===== config.mk =====
export PLATFORM = sky130hd
export DESIGN_NAME = clock_div_prog_multi_flat
export DESIGN_NICKNAME = d
export VERILOG_FILES = /design/src/rtl/clock_div_prog_multi_if.sv /design/src/rtl/clock_div_prog_multi.sv /design/src/flat_wrapper.sv
export SDC_FILE = /design/constraint.sdc
export NUM_CORES = 1
export LEC_CHECK = 0
export CAP_MARGIN = 20
export CORE_ASPECT_RATIO = 0.8
export CORE_MARGIN = 2
export CORE_UTILIZATION = 59
export DETAILED_ROUTE_END_ITERATION = 8
export HOLD_SLACK_MARGIN = 0.12
export MAX_ROUTING_LAYER = met4
export PLACE_DENSITY = 0.75
export SETUP_SLACK_MARGIN = 0.2
export SLEW_MARGIN = 0
export SYNTH_ARGS = -nofsm -noshare
export SYNTH_HDL_FRONTEND = slang
export SYNTH_SLANG_ARGS = --single-unit

===== constraint.sdc =====
create_clock -name CLK_IN -period 13.1 [get_ports CLK_IN]
set_clock_uncertainty 0.05 [all_clocks]
set_input_delay 2.62 -clock CLK_IN [delete_from_list [all_inputs] [get_ports CLK_IN]]
set_output_delay 2.62 -clock CLK_IN [all_outputs]
set_load 0.01 [all_outputs]

===== src/rtl/clock_div_prog_multi_if.sv =====
// Control/status bundle for clock_div_prog_multi.
//   ENABLE   : per-channel run enable
//   SYNC     : one-cycle pulse, restarts all enabled channels in phase
//   DIV_WE   : divisor write strobe
//   DIV_SEL  : channel addressed by the write
//   DIV_DATA : new divisor value
//   CLK_OUT  : divided clocks (registered)
//   TICK     : one-cycle strobe on each CLK_OUT rise
// master = controller/consumer side, slave = divider side.
interface clock_div_prog_multi_if #(
  parameter int NUM_CH = 4,
  parameter int CNT_W  = 17,
  parameter int SEL_W  = 2
);
  logic [NUM_CH-1:0] ENABLE;
  logic              SYNC;
  logic              DIV_WE;
  logic [SEL_W-1:0]  DIV_SEL;
  logic [CNT_W-1:0]  DIV_DATA;
  logic [NUM_CH-1:0] CLK_OUT;
  logic [NUM_CH-1:0] TICK;

  modport master (output ENABLE, SYNC, DIV_WE, DIV_SEL, DIV_DATA,
                  input  CLK_OUT, TICK);
  modport slave  (input  ENABLE, SYNC, DIV_WE, DIV_SEL, DIV_DATA,
                  output CLK_OUT, TICK);
endinterface


===== src/rtl/clock_div_prog_multi.sv =====
// Runtime-programmable multi-channel clock divider.
// Each channel divides CLK_IN by its active divisor D = max(A,2), high for
// ceil(D/2) cycles. New divisors are staged in a pending register and only
// adopted at a period restart, so outputs never produce runt pulses.
// Ports:
//   CLK_IN  : source clock, rising edge
//   RESET_N : asynchronous active-low reset
//   bus     : control/status bundle (slave modport)

// One divider lane.
//   i_en/i_sync : lane enable and shared phase-align pulse
//   i_we/i_data : already-decoded divisor write for this lane
//   o_clk/o_tick: divided clock and rise strobe
module clock_div_prog_multi_ch #(
  parameter int CNT_W       = 17,
  parameter int DEFAULT_DIV = 26
) (
  input  logic             CLK_IN,
  input  logic             RESET_N,
  input  logic             i_en,
  input  logic             i_sync,
  input  logic             i_we,
  input  logic [CNT_W-1:0] i_data,
  output logic             o_clk,
  output logic             o_tick
);
  localparam logic [CNT_W-1:0] DEF = CNT_W'(DEFAULT_DIV);

  logic [CNT_W-1:0] r_pend, r_act, r_cnt;
  logic             r_run, r_clk, r_tick;

  logic [CNT_W-1:0] w_d;
  logic [CNT_W:0]   w_h;
  logic [CNT_W-1:0] w_cnt_nx;
  logic             w_last, w_restart;

  // Divisors 0 and 1 behave as 2.
  assign w_d       = (r_act < CNT_W'(2)) ? CNT_W'(2) : r_act;
  // One extra bit so ceil(D/2) is exact even for D = 2^CNT_W-1.
  assign w_h       = ({1'b0, w_d} + (CNT_W+1)'(1)) >> 1;
  assign w_last    = (r_cnt == w_d - CNT_W'(1));
  // SYNC coinciding with the last count is still just one restart.
  assign w_restart = i_en & (~r_run | i_sync | w_last);
  assign w_cnt_nx  = r_cnt + CNT_W'(1);

  always_ff @(posedge CLK_IN or negedge RESET_N) begin
    if (!RESET_N) begin
      r_pend <= DEF;
      r_act  <= DEF;
      r_cnt  <= '0;
      r_run  <= 1'b0;
      r_clk  <= 1'b0;
      r_tick <= 1'b0;
    end else begin
      if (i_we) r_pend <= i_data;
      if (!i_en) begin
        r_cnt  <= '0;
        r_run  <= 1'b0;
        r_clk  <= 1'b0;
        r_tick <= 1'b0;
      end else if (w_restart) begin
        // r_pend here is the pre-edge value; a same-cycle write waits a period.
        r_cnt  <= '0;
        r_act  <= r_pend;
        r_run  <= 1'b1;
        r_clk  <= 1'b1;
        r_tick <= 1'b1;
      end else begin
        r_cnt  <= w_cnt_nx;
        r_clk  <= ({1'b0, w_cnt_nx} < w_h);
        r_tick <= 1'b0;
      end
    end
  end

  assign o_clk  = r_clk;
  assign o_tick = r_tick;
endmodule

module clock_div_prog_multi #(
  parameter int NUM_CH      = 4,
  parameter int CNT_W       = 17,
  parameter int SEL_W       = 2,
  parameter int DEFAULT_DIV = 26
) (
  input  logic CLK_IN,
  input  logic RESET_N,
  clock_div_prog_multi_if.slave bus
);
  logic [NUM_CH-1:0] w_clk, w_tick, w_we;

  for (genvar i = 0; i < NUM_CH; i++) begin : g_ch
    localparam logic [SEL_W-1:0] CH_IDX = SEL_W'(i);
    // Selects beyond NUM_CH-1 match no lane and are dropped.
    assign w_we[i] = bus.DIV_WE && (bus.DIV_SEL == CH_IDX);

    clock_div_prog_multi_ch #(
      .CNT_W       (CNT_W),
      .DEFAULT_DIV (DEFAULT_DIV)
    ) u_ch (
      .CLK_IN  (CLK_IN),
      .RESET_N (RESET_N),
      .i_en    (bus.ENABLE[i]),
      .i_sync  (bus.SYNC),
      .i_we    (w_we[i]),
      .i_data  (bus.DIV_DATA),
      .o_clk   (w_clk[i]),
      .o_tick  (w_tick[i])
    );
  end

  assign bus.CLK_OUT = w_clk;
  assign bus.TICK    = w_tick;
endmodule


===== src/flat_wrapper.sv =====
// flat-port wrapper written by rule: the top's interface ports become plain ports
module clock_div_prog_multi_flat 
#(
  parameter int NUM_CH      = 4,
  parameter int CNT_W       = 17,
  parameter int SEL_W       = 2,
  parameter int DEFAULT_DIV = 26
)
  (CLK_IN, RESET_N, bus_ENABLE, bus_SYNC, bus_DIV_WE, bus_DIV_SEL, bus_DIV_DATA, bus_CLK_OUT, bus_TICK);
  clock_div_prog_multi_if #(.NUM_CH(NUM_CH), .CNT_W(CNT_W), .SEL_W(SEL_W)) bus_i ();
  input  logic CLK_IN;
  input  logic RESET_N;
  input wire logic [$bits(bus_i.ENABLE)-1:0] bus_ENABLE;
  input wire logic [$bits(bus_i.SYNC)-1:0] bus_SYNC;
  input wire logic [$bits(bus_i.DIV_WE)-1:0] bus_DIV_WE;
  input wire logic [$bits(bus_i.DIV_SEL)-1:0] bus_DIV_SEL;
  input wire logic [$bits(bus_i.DIV_DATA)-1:0] bus_DIV_DATA;
  output wire logic [$bits(bus_i.CLK_OUT)-1:0] bus_CLK_OUT;
  output wire logic [$bits(bus_i.TICK)-1:0] bus_TICK;
  assign bus_i.ENABLE = bus_ENABLE;
  assign bus_i.SYNC = bus_SYNC;
  assign bus_i.DIV_WE = bus_DIV_WE;
  assign bus_i.DIV_SEL = bus_DIV_SEL;
  assign bus_i.DIV_DATA = bus_DIV_DATA;
  assign bus_CLK_OUT = bus_i.CLK_OUT;
  assign bus_TICK = bus_i.TICK;
  clock_div_prog_multi #(.NUM_CH(NUM_CH), .CNT_W(CNT_W), .SEL_W(SEL_W), .DEFAULT_DIV(DEFAULT_DIV)) u_core (.CLK_IN(CLK_IN), .RESET_N(RESET_N), .bus(bus_i));
endmodule

==> flow_summary.yaml, run 1 <==
layout:
  fill_cells: 2047
  finalNetCount: 1653
  final_instance_count_without_filler_cells: 1892
  final_util_pct: 64.5
  layout.cell_area.non_filler_um2: 16300
  antennaDiodeCount: 0
  area_delta_synth_final_pct: 7.38
  drive_above_1_share_pct: 13.8
yosys:
  post_synth_instance_area_um2: 15200
  postSynthRegisterBits: 216
  synth_cell_type_count: 80
  synthesis.instances: 1602
  yosys_warnings: 0
  yosysSeqAreaShare_pct: 35.8
  postSynthNetCount: 1705
  synthFlopType: "dfrtp_1"
  synthArstFlopShare_pct: 100
  synth_enable_flop_cells: 0
  avgSynthCellArea_um2: 9.48
detailed_routing:
  total_routed_wirelength_um: 36200
  post_drt_via_cell_ratio: 6.34
  via_count: 12000
  route.detailed.drc: 0
  drtIter0Drc: 898
  drt-pass1-iter-count: 5
  wl_per_cell_um: 19.2
  final_antenna_violating_net_count: 0
cts:
  level_count_of_the_clock_h_tree: 1
  clock_latency_of_the_later_clocked_register_in_the_worst_skew_pair_ps: 530
  clkTransAtPathRegs_ps: 60
  cts-hold-fix-buffers: 0
  number_of_cts_inserted_buffers: 24
  clock_path_buffers: 3
  clock-root-buffer: "clkbuf_16"
  clock-sinks: 216
  cts_resized: 0
  cts.repair_timing.setup_buffer_count: 0
  cts_tree: "done"
sta:
  report.final.setup_viol: 0
  post-route-min-period_ps: 5130
  hold-worst-slack_ps: 454
  finalHoldViolCount: 0
  final_max_slew_viol_count: 0
  max_slew_margin_pct: 33.0
  max_slew.worst_pin.slew_ps: 1010
  grt_setup_unrepaired: "no"
  final_period_util_pct: 39.2
  finalSetupTns_ps: 0
  timing.fmax_ghz: 0.195
global_routing:
  track_usage_pct: 27.9
  grt_pass1_vias: 11600
  leftover_overflow_at_the_end_of_global_routing: 0
  grt_max_degree: 83
  grt_first_pass_wirelength_um: 59900
  grt_antenna_before_repair: 0
setup_path:
  crit_fanout: 18
  setup.worst_path.end_class: "flip-flop"
  worstPathRequired_ps: 13460
  cp.arrival_ps: 5500
  critical_path_class: "reg2reg"
  source_of_the_worst_register_to_register_timing_path: "u_core.g_ch[2].u_ch.r_act[7]$_DFFE_PN0P_"
  cp_startpoint: "u_core.g_ch[2].u_ch.r_act[7]$_DFFE_PN0P_"
  startpoint_type: "flip-flop"
placement:
  detailed_place.area_um2: 15500
  place.gp.congestion: 0.925
  place_hpwl_um: 25600
  place.detailed.instances: 1846
  port-buffer-count: 34
floorplanning:
  fp.dieArea_um2: 27100
  core_area_um2: 25300
  die_height_um: 148
  core.rowCount: 52
  die_width_um: 183
  floorplan.io_pins: 35
  starting_density_pct: 60.0
min_path:
  worstHoldPathType: "reg2reg"
  worstHoldStart: "u_core.g_ch[2].u_ch.r_pend[15]$_DFFE_PN0P_"
run:
  drv_cap: 0
run_status:
  status: "complete, no violations"
power:
  power.density_nw_per_um2: 136
  p_leak_nw: 6.72
  worst_ir_drop_vdd_mv: 0.122
==> where the power goes <==
part	switching [mW]	internal, mW	total [mW]
clock	0.282	0.393	0.676
combinational	0.301	0.281	0.582
sequential	0.180	0.775	0.955
total	0.764	1.45	2.21
==> placed cells by master, fill, tap and decap left out, types with 24 or more instances in the layout <==
cell type / instances
a31oi_1: 27
and3_1: 45
clkbuf_16: 25
clkdlybuf4s50_1: 33
dfrtp_1: 192
dfstp_2: 24
ha_1: 76
inv_1: 45
mux2_2: 94
nand2_1: 116
nand3_1: 91
nand4_1: 32
nor2_1: 71
nor2b_1: 55
nor3_1: 27
nor4_1: 33
o211ai_1: 26
or4_1: 30
xnor2_1: 109
xor2_1: 78
==> synth_stat cells (all sizes together) (26+ instances only) <==
master  instances  share of area (%)
dfrtp         192                 32
nand2         116                2.9
xnor2         109                6.3
mux2          102                7.8
nand3          91                3.0
clkbuf         89                2.2
xor2           78                4.5
ha             76                6.3
nor2           71                1.8
nor2b          57                2.3
and3           46                1.9
inv            45                1.1
buf            38                1.6
nor4           35                1.6
nand4          32                1.3
nor3           32                1.2
or4            31                1.6
a31oi          27                1.1
o211ai         26                1.3
==> flip-flops by register name (all words and copies together), names as in the netlist <==
name,cells
u_core.g_ch.u_ch.r_run,4
u_core.g_ch.u_ch.r_act,68
u_core.g_ch.u_ch.r_pend,68
u_core.g_ch.u_ch.r_cnt,68
u_core.g_ch.u_ch.o_clk,4
u_core.g_ch.u_ch.o_tick,4
==> kinds of logic (layout without fill, tap and decap cells) <==
family | after synthesis | in the layout | synth area share, %
AO/OA/AOI/OAI | 238 | 238 | 11.9
multiplexers | 109 | 109 | 8.22
buffers and inverters | 173 | 139 | 4.93
flip-flops | 216 | 216 | 35.8
XOR/XNOR | 187 | 187 | 10.8
AND/OR/NAND/NOR | 603 | 603 | 22.2
adder cells (fa/ha/maj) | 76 | 76 | 6.26
==> layer usage <==
layer | wire [um] | track usage (%) | up-vias
li1 | - | - | 5696
met1 | 17200 | 40.7 | 5873
met2 | 15900 | 41.5 | 357
met3 | 2220 | 3.79 | 71
met4 | 863 | 6.48 | 0
met5 | 0 | - | -
==> worst paths after layout <==
kind,to,slack (ps),depth (start not counted)
setup / recovery,u_core.g_ch[2].u_ch.r_act[10]$_DFFE_PN0P_,7970,11
hold / removal,u_core.g_ch[2].u_ch.r_act[15]$_DFFE_PN0P_,450,1
setup reg to reg,u_core.g_ch[2].u_ch.r_act[10]$_DFFE_PN0P_,7970,11
hold reg to reg,u_core.g_ch[2].u_ch.r_act[15]$_DFFE_PN0P_,450,1
max in group asynchronous,u_core.g_ch[2].u_ch.r_pend[4]$_DFFE_PN1P_,9700,3
min in group asynchronous,u_core.g_ch[2].u_ch.r_cnt[15]$_DFF_PN0_,2020,1
==> layout make-up <==
cell class / instances / area [um^2] / share of cell area, %
multi-input combinational: 1213 / 9030 / 55.3
sequential: 216 / 5440 / 33.3
clock buffer: 34 / 699 / 4.29
timing repair buffer: 49 / 482 / 2.95
tap: 324 / 405 / 2.49
inverter: 46 / 173 / 1.06
clock inverter: 10 / 90.1 / 0.552
==> critical path, stage by stage (launching register included) <==
cell and delay, ps:
dfrtp_1 510, nor4_1 570, nand4_1 360, o21ai_0 500
ha_1 270, nor3b_2 450, nand4_1 280, nor4bb_1 220
nor3_1 410, nor2_1 120, a41oi_2 860, mux2_2 430
==> metrics by stage <==
stage / total power [mW] / worst slack (ps)
final: 2.21 / 7970
after global routing: 2.34 / 7670
after CTS: 2.22 / 7980
after detailed placement: 1.53 / 7930
after global placement: 1.51 / 8040
after floorplan: 1.38 / 8890
No activity file was read; power rests on OpenSTA's default activity.
==> inputs of run 2 (changes only) <==
--- a/config.mk
+++ b/config.mk
@@ -8,11 +8,11 @@
 export CAP_MARGIN = 20
 export CORE_ASPECT_RATIO = 0.8
 export CORE_MARGIN = 2
-export CORE_UTILIZATION = 59
+export CORE_UTILIZATION = 57
 export DETAILED_ROUTE_END_ITERATION = 8
 export HOLD_SLACK_MARGIN = 0.12
 export MAX_ROUTING_LAYER = met4
-export PLACE_DENSITY = 0.75
+export PLACE_DENSITY = 0.76
 export SETUP_SLACK_MARGIN = 0.2
 export SLEW_MARGIN = 0
 export SYNTH_ARGS = -nofsm -noshare
==> constraint.sdc (replaced) <==
create_clock -name CLK_IN -period 4.47 [get_ports CLK_IN]
set_clock_uncertainty 0.05 [all_clocks]
set_input_delay 0.894 -clock CLK_IN [delete_from_list [all_inputs] [get_ports CLK_IN]]
set_output_delay 0.894 -clock CLK_IN [all_outputs]
set_load 0.01 [all_outputs]
==> flow_summary.yaml, run 2 (synthesis results as in run 1) <==
run_status:
  status: "complete, no violations"
min_path:
  worstHoldPathType: "in2async"
global_routing:
  track_usage_pct: 27.2
  grt_pass1_vias: 11600
  grt_first_pass_wirelength_um: 60700
  grt_antenna_before_repair: 1
  leftover_overflow_at_the_end_of_global_routing: 0
  grt_max_degree: 94
detailed_routing:
  final_antenna_violating_net_count: 0
  drt-pass1-iter-count: 5
  via_count: 12500
  post_drt_via_cell_ratio: 6.28
  drtIter0Drc: 1073
  total_routed_wirelength_um: 38100
  wl_per_cell_um: 19.2
  route.detailed.drc: 0
floorplanning:
  starting_density_pct: 57.8
  core.rowCount: 53
  die_height_um: 150
  fp.dieArea_um2: 28000
  core_area_um2: 26300
  die_width_um: 187
  floorplan.io_pins: 35
placement:
  place.gp.congestion: 0.942
  place_hpwl_um: 26800
  port-buffer-count: 34
  place.detailed.instances: 1932
cts:
  clock-sinks: 216
  clock-root-buffer: "clkbuf_16"
  clkTransAtPathRegs_ps: 60
  number_of_cts_inserted_buffers: 24
  level_count_of_the_clock_h_tree: 1
  clock_latency_of_the_later_clocked_register_in_the_worst_skew_pair_ps: 540
  cts_tree: "done"
  clock_path_buffers: 3
  cts-hold-fix-buffers: 0
layout:
  fill_cells: 2127
  reg_top3: "u_core.g_ch.u_ch.r_act: 68 flops, u_core.g_ch.u_ch.r_cnt: 68 flops, u_core.g_ch.u_ch.r_pend: 68 flops"
  highest_count_cells_in_the_layout_ignoring_fill_and_taps: "192 x dfrtp_1, 115 x nand2_1, 109 x xnor2_1, 94 x mux2_2, 89 x nand3_1"
  drive_above_1_share_pct: 18.0
  final_instance_count_without_filler_cells: 1987
  area_delta_synth_final_pct: 12.7
  final_util_pct: 65.2
  final_common_cell: "dfrtp_1"
  antennaDiodeCount: 0
  finalNetCount: 1715
sta:
  final_max_slew_viol_count: 0
  finalSetupTns_ps: 0
  hold-worst-slack_ps: 336
  max_slew.worst_pin.slew_ps: 1140
  final_period_util_pct: 92.6
  max_slew_margin_pct: 23.3
  timing.fmax_ghz: 0.241
  post-route-min-period_ps: 4140
  grt_setup_unrepaired: "no"
  finalHoldViolCount: 0
  report.final.setup_viol: 0
setup_path:
  startpoint_type: "flip-flop"
  cp.arrival_ps: 4550
  crit_fanout: 5
  setup.worst_path.end_class: "flip-flop"
  critical_path_class: "reg2reg"
  worstPathRequired_ps: 4880
power:
  p_leak_nw: 7.14
  worst_ir_drop_vdd_mv: 0.307
  p_total_mw: 6.83
  power.density_nw_per_um2: 399
run:
  drv_cap: 0
[run 2: cell count changes in the layout (fill, tap and decap cells not counted), sizes merged]
cell	before	now
buf	16	73
inv	46	45
bufinv	1	4
clkbuf	34	36
clkinvlp	3	2
clkinv	6	8
[run 2: final timing paths]
| check | startpoint | to | slack (ps) | depth (start not counted) |
|---|---|---|---|---|
| hold / removal | RESET_N | u_core.g_ch[2].u_ch.r_cnt[15]$_DFF_PN0_ | 340 | 1 |
| min in group CLK_IN | u_core.g_ch[2].u_ch.r_pend[16]$_DFFE_PN0P_ | u_core.g_ch[2].u_ch.r_act[16]$_DFFE_PN0P_ | 450 | 1 |
| hold reg to reg | u_core.g_ch[2].u_ch.r_pend[16]$_DFFE_PN0P_ | u_core.g_ch[2].u_ch.r_act[16]$_DFFE_PN0P_ | 450 | 1 |
| setup reg to reg | u_core.g_ch[3].u_ch.r_act[10]$_DFFE_PN0P_ | u_core.g_ch[3].u_ch.r_act[10]$_DFFE_PN0P_ | 330 | 14 |
| max in group asynchronous | RESET_N | u_core.g_ch[3].u_ch.r_act[3]$_DFFE_PN1P_ | 3000 | 2 |
| setup / recovery | u_core.g_ch[3].u_ch.r_act[10]$_DFFE_PN0P_ | u_core.g_ch[3].u_ch.r_act[10]$_DFFE_PN0P_ | 330 | 14 |
[run 2: routing by layer]
metal	routed length (um)	share of wire, %	up-vias	global-route usage (%)
li1	-	-	5842	-
met4	656	1.7	0	5.56
met5	0	0	-	-
met1	18100	48	6155	39.4
met2	16900	44	435	41.3
met3	2430	6.4	52	3.03
[run 2: layout make-up]
| cell class | count | area (um^2) | area share (%) |
|---|---|---|---|
| Multi-Input combinational cell | 1213 | 9140 | 53.4 |
| Sequential cell | 216 | 5440 | 31.7 |
| Timing Repair Buffer | 111 | 1080 | 6.31 |
| Clock buffer | 31 | 657 | 3.84 |
| Tap cell | 357 | 447 | 2.61 |
| Clock inverter | 13 | 185 | 1.08 |
| Inverter | 46 | 173 | 1.01 |
[run 2: report_power, final]
part,switching [mW],internal [mW]
combinational,1.16,0.964
clock,0.835,1.27
sequential,0.327,2.27
total,2.32,4.51
[run 2: repair_timing]
action / 4_1_cts / 5_1_grt
gates cloned: 0 / 6
setup buffers: 0 / 5
pin swaps: 1 / 9
gates resized for setup: 2 / 26
endpoints found under the setup margin: 22 / 123
[run 2: worst max-delay path, stage by stage (launching register included)]
cell and delay [ps]:
dfrtp_1 400, nor4_2 290, buf_4 180, nand3_2 70, or2_4 310, nand2_4 90
ha_4 120, or4b_4 480, or3_4 420, o31ai_4 170, nand3_1 90, or4_4 620
clkbuf_16 200, or4_1 460, nand3_1 100
[run 2: through the flow]
stage	setup slack (ps)	area, um^2
2_1_floorplan	269	15200
4_1_cts	216	16800
5_1_grt	205	17100
3_5_place_dp	178	15900
3_3_place_gp	301	15900
6_report	329	17100
==> inputs of run 3 (changes only) <==
--- a/config.mk
+++ b/config.mk
@@ -14,6 +14,7 @@
 export MAX_ROUTING_LAYER = met4
 export PLACE_DENSITY = 0.76
 export SETUP_SLACK_MARGIN = 0.2
+export SKIP_LAST_GASP = 1
 export SLEW_MARGIN = 0
 export SYNTH_ARGS = -nofsm -noshare
 export SYNTH_HDL_FRONTEND = slang
==> results of run 3 <==
The final DEF is identical to that of run 2; final timing and power are the same.
